### config.mk
export PLATFORM = sky130hd
export DESIGN_NAME = alu_sequencer_flat
export DESIGN_NICKNAME = d
export VERILOG_FILES = /design/src/rtl/alu_sequencer_if.sv /design/src/rtl/alu_sequencer.sv /design/src/flat_wrapper.sv
export SDC_FILE = /design/constraint.sdc
export NUM_CORES = 1
export LEC_CHECK = 0
export BUFFER_PORTS_ARGS = -buffer_cell sky130_fd_sc_hd__buf_2
export CAP_MARGIN = 5
export CORE_ASPECT_RATIO = 0.9
export CORE_MARGIN = 5
export CORE_UTILIZATION = 45
export CTS_BUF_LIST = sky130_fd_sc_hd__clkbuf_2 sky130_fd_sc_hd__clkbuf_4 sky130_fd_sc_hd__clkbuf_8
export DETAILED_ROUTE_END_ITERATION = 7
export GPL_TIMING_DRIVEN = 0
export PLACE_DENSITY = 0.73
export SYNTH_ARGS = -nofsm -noshare
export SYNTH_HDL_FRONTEND = slang
export SYNTH_SLANG_ARGS = --single-unit
### constraint.sdc
create_clock -name clk -period 2.2 [get_ports clk]
set_clock_uncertainty 0.2 [all_clocks]
set_input_delay 0.33 -clock clk [delete_from_list [all_inputs] [get_ports clk]]
set_output_delay 0.33 -clock clk [all_outputs]
set_load 0.05 [all_outputs]
### src/rtl/alu_sequencer_if.sv
// Instruction-fetch and ALU-control bundle between the sequencer and its memory/ALU.
// The master side drives fetch requests and ALU controls; the slave side returns data and results.
interface alu_sequencer_if;
    logic        imem_req;
    logic [7:0]  imem_addr;
    logic        imem_ack;
    logic [15:0] imem_data;
    logic [7:0]  alu_a;
    logic [7:0]  alu_b;
    logic        alu_carry_in;
    logic        alu_is_shift;
    logic [1:0]  alu_scode;
    logic [2:0]  alu_acode;
    logic [7:0]  alu_r;
    logic        alu_zero;
    logic        alu_carry_out;

    modport master (
        output imem_req, imem_addr, alu_a, alu_b, alu_carry_in, alu_is_shift, alu_scode, alu_acode,
        input  imem_ack, imem_data, alu_r, alu_zero, alu_carry_out
    );

    modport slave (
        input  imem_req, imem_addr, alu_a, alu_b, alu_carry_in, alu_is_shift, alu_scode, alu_acode,
        output imem_ack, imem_data, alu_r, alu_zero, alu_carry_out
    );
endinterface

### src/rtl/alu_sequencer.sv
// Multi-cycle FETCH/DECODE/EXEC controller for the 8-bit ALU datapath with an 8x8 register file.
// 3 cycles per instruction with zero-wait memory; FETCH holds req/addr stable until imem_ack.
module alu_sequencer #(
    parameter logic [7:0] RESET_PC        = 8'h00,
    parameter bit         HALT_ON_ILLEGAL = 1'b1
) (
    input  logic                  clk,
    input  logic                  rst_n,
    alu_sequencer_if.master       bus,
    output logic                  flag_z,
    output logic                  flag_c,
    output logic                  halted,
    output logic                  illegal,
    input  logic [2:0]            dbg_sel,
    output logic [7:0]            dbg_data
);
    typedef enum logic [1:0] {S_FETCH, S_DECODE, S_EXEC, S_HALT} state_t;

    state_t      state_q, state_d;
    logic [7:0]  pc_q, pc_d;
    logic [15:0] ir_q, ir_d;
    logic [7:0]  rf_q [8];
    logic [7:0]  rf_d [8];
    logic        z_q, z_d, c_q, c_d, illegal_q, illegal_d;
    logic [7:0]  a_q, a_d, b_q, b_d;
    logic        cin_q, cin_d, is_shift_q, is_shift_d;
    logic [1:0]  scode_q, scode_d;
    logic [2:0]  acode_q, acode_d;

    logic [3:0] op;
    logic [2:0] rd, rs, rt, imm3;
    logic [7:0] imm8;
    logic       op_alu, op_shift, op_li, op_jz, op_jc, op_halt, op_ill;

    assign op   = ir_q[15:12];
    assign rd   = ir_q[11:9];
    assign rs   = ir_q[8:6];
    assign rt   = ir_q[5:3];
    assign imm3 = ir_q[2:0];
    assign imm8 = ir_q[7:0];

    assign op_alu   = (op[3] == 1'b0) && (op[2:0] != 3'b111);
    assign op_ill   = (op == 4'b0111);
    assign op_shift = (op[3:2] == 2'b10);
    assign op_li    = (op == 4'b1100);
    assign op_jz    = (op == 4'b1101);
    assign op_jc    = (op == 4'b1110);
    assign op_halt  = (op == 4'b1111);

    always_ff @(posedge clk or negedge rst_n) begin
        if (!rst_n) begin
            state_q    <= S_FETCH;
            pc_q       <= RESET_PC;
            ir_q       <= '0;
            for (int i = 0; i < 8; i++) rf_q[i] <= '0;
            z_q        <= 1'b0;
            c_q        <= 1'b0;
            illegal_q  <= 1'b0;
            a_q        <= '0;
            b_q        <= '0;
            cin_q      <= 1'b0;
            is_shift_q <= 1'b0;
            scode_q    <= '0;
            acode_q    <= '0;
        end else begin
            state_q    <= state_d;
            pc_q       <= pc_d;
            ir_q       <= ir_d;
            rf_q       <= rf_d;
            z_q        <= z_d;
            c_q        <= c_d;
            illegal_q  <= illegal_d;
            a_q        <= a_d;
            b_q        <= b_d;
            cin_q      <= cin_d;
            is_shift_q <= is_shift_d;
            scode_q    <= scode_d;
            acode_q    <= acode_d;
        end
    end

    always_comb begin
        state_d    = state_q;
        pc_d       = pc_q;
        ir_d       = ir_q;
        rf_d       = rf_q;
        z_d        = z_q;
        c_d        = c_q;
        illegal_d  = illegal_q;
        a_d        = a_q;
        b_d        = b_q;
        cin_d      = cin_q;
        is_shift_d = is_shift_q;
        scode_d    = scode_q;
        acode_d    = acode_q;
        unique case (state_q)
            S_FETCH: begin
                if (bus.imem_ack) begin
                    ir_d    = bus.imem_data;
                    state_d = S_DECODE;
                end
            end
            S_DECODE: begin
                // ALU controls are frozen here so the external ALU settles during EXEC
                a_d        = '0;
                b_d        = '0;
                cin_d      = 1'b0;
                is_shift_d = 1'b0;
                scode_d    = '0;
                acode_d    = '0;
                if (op_alu) begin
                    a_d     = rf_q[rs];
                    b_d     = rf_q[rt];
                    acode_d = op[2:0];
                    cin_d   = c_q;
                end else if (op_shift) begin
                    a_d        = rf_q[rs];
                    b_d        = {5'b0, imm3};
                    scode_d    = op[1:0];
                    is_shift_d = 1'b1;
                    cin_d      = c_q;
                end
                state_d = S_EXEC;
            end
            S_EXEC: begin
                pc_d    = pc_q + 8'd1;
                state_d = S_FETCH;
                if (op_alu || op_shift) begin
                    if (rd != 3'd0) rf_d[rd] = bus.alu_r;
                    z_d = bus.alu_zero;
                    // Logic ops and zero-amount shifts have no meaningful carry
                    if ((op_alu && !op[2]) || (op_shift && imm3 != 3'd0)) c_d = bus.alu_carry_out;
                end else if (op_li) begin
                    if (rd != 3'd0) rf_d[rd] = imm8;
                end else if (op_jz) begin
                    if (z_q) pc_d = imm8;
                end else if (op_jc) begin
                    if (c_q) pc_d = imm8;
                end else if (op_halt) begin
                    state_d = S_HALT;
                end else if (op_ill) begin
                    illegal_d = 1'b1;
                    if (HALT_ON_ILLEGAL) begin
                        state_d = S_HALT;
                        pc_d    = pc_q;
                    end
                end
            end
            default: ;
        endcase
        rf_d[0] = '0;
    end

    always_comb begin
        // Gated by rst_n so no request is seen while reset is asserted
        bus.imem_req     = (state_q == S_FETCH) && rst_n;
        bus.imem_addr    = pc_q;
        bus.alu_a        = a_q;
        bus.alu_b        = b_q;
        bus.alu_carry_in = cin_q;
        bus.alu_is_shift = is_shift_q;
        bus.alu_scode    = scode_q;
        bus.alu_acode    = acode_q;
        flag_z           = z_q;
        flag_c           = c_q;
        halted           = (state_q == S_HALT);
        illegal          = illegal_q;
        dbg_data         = rf_q[dbg_sel];
    end
endmodule

### src/flat_wrapper.sv
// flat-port wrapper written by rule: the top's interface ports become plain ports
module alu_sequencer_flat 
#(
    parameter logic [7:0] RESET_PC        = 8'h00,
    parameter bit         HALT_ON_ILLEGAL = 1'b1
)
  (clk, rst_n, flag_z, flag_c, halted, illegal, dbg_sel, dbg_data, bus_imem_req, bus_imem_addr, bus_alu_a, bus_alu_b, bus_alu_carry_in, bus_alu_is_shift, bus_alu_scode, bus_alu_acode, bus_imem_ack, bus_imem_data, bus_alu_r, bus_alu_zero, bus_alu_carry_out);
  alu_sequencer_if bus_i ();
  input  logic clk;
  input  logic rst_n;
  output logic flag_z;
  output logic flag_c;
  output logic halted;
  output logic illegal;
  input  logic [2:0] dbg_sel;
  output logic [7:0] dbg_data;
  output wire logic [$bits(bus_i.imem_req)-1:0] bus_imem_req;
  output wire logic [$bits(bus_i.imem_addr)-1:0] bus_imem_addr;
  output wire logic [$bits(bus_i.alu_a)-1:0] bus_alu_a;
  output wire logic [$bits(bus_i.alu_b)-1:0] bus_alu_b;
  output wire logic [$bits(bus_i.alu_carry_in)-1:0] bus_alu_carry_in;
  output wire logic [$bits(bus_i.alu_is_shift)-1:0] bus_alu_is_shift;
  output wire logic [$bits(bus_i.alu_scode)-1:0] bus_alu_scode;
  output wire logic [$bits(bus_i.alu_acode)-1:0] bus_alu_acode;
  input wire logic [$bits(bus_i.imem_ack)-1:0] bus_imem_ack;
  input wire logic [$bits(bus_i.imem_data)-1:0] bus_imem_data;
  input wire logic [$bits(bus_i.alu_r)-1:0] bus_alu_r;
  input wire logic [$bits(bus_i.alu_zero)-1:0] bus_alu_zero;
  input wire logic [$bits(bus_i.alu_carry_out)-1:0] bus_alu_carry_out;
  assign bus_imem_req = bus_i.imem_req;
  assign bus_imem_addr = bus_i.imem_addr;
  assign bus_alu_a = bus_i.alu_a;
  assign bus_alu_b = bus_i.alu_b;
  assign bus_alu_carry_in = bus_i.alu_carry_in;
  assign bus_alu_is_shift = bus_i.alu_is_shift;
  assign bus_alu_scode = bus_i.alu_scode;
  assign bus_alu_acode = bus_i.alu_acode;
  assign bus_i.imem_ack = bus_imem_ack;
  assign bus_i.imem_data = bus_imem_data;
  assign bus_i.alu_r = bus_alu_r;
  assign bus_i.alu_zero = bus_alu_zero;
  assign bus_i.alu_carry_out = bus_alu_carry_out;
  alu_sequencer #(.RESET_PC(RESET_PC), .HALT_ON_ILLEGAL(HALT_ON_ILLEGAL)) u_core (.clk(clk), .rst_n(rst_n), .bus(bus_i), .flag_z(flag_z), .flag_c(flag_c), .halted(halted), .illegal(illegal), .dbg_sel(dbg_sel), .dbg_data(dbg_data));
endmodule
==> impl_results.md <==
* Final setup fails at 0
* Die height at between 100 and 150 um
* Pwr Total at about 12 mW
* Cells after synthesis at between 500 and 600
* Syn_nets at between 500 and 600
* CP delay by family, top: multiplexers
* Post-route ant nets at 0
* Final core utilization at 56.38%
* Root Buffer: clkbuf_8
* First-pass DRT Iterations at 5
* Fin. Hold Viols at 58
* Chip Width at ~130 um
* Fin worst setup slack at between 0.015 and 0.02 ns
* GRT overflow at 0
* Post-Syn Area per Cell at around 11 sq um
* Async set or reset register ratio after synthesis at 100.0%
* Slowest cell delay on critical path at 0.53 ns
* Peak Freq at ~0.46 GHz
* Number of diodes at 0
* Global-route wire length before repair at roughly 27 mm
* CP bufs+invs at 1
* DP Wirelength at 11.70 mm
* Worst-Margin Slew at 0.8140 ns
* Post-route DRC at 0
* Core Rows at 39
* Layout cells sized above 1 at 36.03%
* Mapped Area at approximately 0.0059 sq mm
* Slew Viols, Final at 0
* CTS clk-pin slew, worst paths at approximately 0.11 ns
* Critical Path Start Type: register
* Global-route met3 utilization at approximately 4.2%
* Synth top cells by count: dfrtp_1, a21oi_1, nor2_1
* Io pins at 76
* Pleak at approximately 3.0 nW
* Starting DRT DRC Count at about 580
* Via count at 4875
* Tot GR Track Use at 21.87%
* Synth top area share at a little under half
* Final cell count without fillers at a little over 800
* PwrDens at around 1600 mW/mm^2
* Setup WS pre-CTS at -0.5292 ns
* Global routing usage on met2 at about a third
* Violated checks: hold timing
* Deepest clock path buffer count at 2
* Post-synth EDFFs at 0
* Synthesis Warnings at 0
* Initial antenna violation count at 0
* Critical Path RT at approximately 2.2 ns
* Drt wl/cell at 20.38 um
* Num CTS Buffers at 9
* Top FF cell, synth: dfrtp_1
* Setup TNS at 0 ns
* Placed Cells at 770
* Worst-case vdd ir drop at 525.9 uV
* Core Area at ~0.013 sq mm
* TritonCTS clock tree: built
* DP Area at between 0.006 and 0.007 sq mm
* Final worst path period share at between 90 and 100%
* Worst-skew pair later-pin latency at 0.38 ns
* Final RePlAce weighted congestion at ~0.89
* Unrepaired setup endpoints after global routing: yes
* Seq/Total Area, Yosys at a little under half
* Area Growth Syn to Fin at 22.06%
* Worst hold-check path type: input pin to async pin
* Relative slew slack at approximately 46%
* GR peak layer: met2
* Buffers on Ports at 73
* Fin nets at roughly 690
* CP endpoint kind: register
* CP arrival at 2.21 ns
* Met1 GRT Util at a little under a third
* Top-count cell post-synth: dfrtp_1
* Largest net degree at the start of global routing at 61
* Crit Path Class: register to register
* Slowest CP cell: mux2i_2
* Vias in the first global route at roughly 4800
* Worst Path Max Fanout at 10
* Status: finished, violations left
* Final WL at around 17 mm
* CP Cell Sequence: and2_1, o21ai_1, buf_4, mux2i_2, a21oi_1
* Largest area contributor in the netlist: dfrtp_1
* Via density per instance at 5.952
* Final worst path period need at 2.184 ns
* CTS Sinks at 108
* Largest cells by area after synthesis: dfrtp_1, mux4_2, mux2_2
* Post-synth cell types at between 40 and 50
* Yosys reg bits at between 100 and 150
* Max cap viols at 0
* Post-Layout Inst Area at 0.007208 sq mm
* Hold WS at -0.1774 ns
* H-tree levels at 3
* Die area at ~0.016 sq mm
* Initial Util at about 46%
[cell families (layout without fill, tap and decap cells)]
kind of cell	count (synthesis)	count (layout)	share of synthesized area [%]
AND/OR/NAND/NOR	131	131	10.42
multiplexers	83	83	20.19
AO/OA/AOI/OAI	141	141	17.52
buffers and inverters	63	186	4.809
adder cells (fa/ha/maj)	6	6	1.292
flip-flops	108	108	45.76
[worst register-to-register path: stages (launching register included)]
cell and delay [ns]:
dfrtp_1 0.49, and2_1 0.22, o21ai_1 0.14, buf_4 0.31, mux2i_2 0.54, a21oi_1 0.14
[power breakdown]
part,switching [mW],leakage [nW],total [mW],internal [mW]
Combinational,3.81,1.65,6.31,2.50
Sequential,0.963,1.19,3.81,2.85
Clock,0.680,0.111,1.38,0.696
[cell usage in the layout (no fill, tap or decap), types with 15 or more instances in the layout]
cell | synthesis | final
nor2b_1 | 22 | 21
a221oi_1 | 15 | 15
nand2_1 | 23 | 21
mux4_2 | 24 | 24
a21oi_1 | 57 | 57
inv_1 | 27 | 27
mux2_2 | 42 | 42
dfrtp_1 | 108 | 106
buf_4 | 1 | 24
dlygate4sd3_1 | 0 | 18
buf_2 | 11 | 72
nor2_1 | 56 | 56
[flip-flops by register name, summed over array words and instances, names as in the netlist]
signal and count:
u_core.rf_q 56, u_core.ir_q 16, u_core.bus.alu_a 8, u_core.bus.alu_b 8
u_core.bus.imem_addr 8, u_core.bus.alu_acode 3, u_core.bus.alu_scode 2, u_core.state_q 2
u_core.bus.alu_carry_in 1, u_core.bus.alu_is_shift 1, u_core.flag_c 1, u_core.flag_z 1
u_core.illegal 1
[cell type report]
| cell class | instances | area [sq um] |
|---|---|---|
| fillers | 1046 | 5577 |
| multi-input cells | 361 | 2999 |
| flip-flops and latches | 108 | 2705 |
| repair buffers | 111 | 768.2 |
| plain buffers | 33 | 205.2 |
| well taps | 164 | 205.2 |
| clock buffers | 11 | 151.4 |
| inverters | 27 | 101.3 |
| clock inverters | 4 | 72.57 |
[metal layers]
metal  routed length, um  share of wire, %  up-vias
li1                    -                 -     2195
met1                7201                43     2469
met2                8072                48      189
met3                1221               7.3       22
met4                 199               1.2        0
met5                   0                 0        -
[worst paths after layout]
| kind | startpoint | endpoint | slack (ns) | depth (start not counted) |
|---|---|---|---|---|
| min in group clk | bus_alu_r[5] | u_core.rf_q[21]$_DFFE_PN0P_ | 0.13 | 3 |
| max reg2reg | u_core.ir_q[13]$_DFFE_PN0P_ | u_core.rf_q[26]$_DFFE_PN0P_ | 0.02 | 5 |
| min | rst_n | u_core.illegal$_DFFE_PN0P_ | -0.18 | 1 |
| max | u_core.ir_q[13]$_DFFE_PN0P_ | u_core.rf_q[26]$_DFFE_PN0P_ | 0.02 | 5 |
| max in group asynchronous | rst_n | u_core.ir_q[7]$_DFFE_PN0P_ | 1.24 | 2 |
| min reg2reg | u_core.bus.alu_is_shift$_DFFE_PN0N_ | u_core.bus.alu_is_shift$_DFFE_PN0N_ | 0.32 | 1 |
[what timing repair did]
item,in CTS,in global routing
endpoints found under the setup margin,92,62
hold endpoints to repair,75,59
setup buffers,11,8
resized for setup,23,31
pin swaps,7,1
hold buffers,17,1
Note: power is estimated with default switching activity, not from simulation.
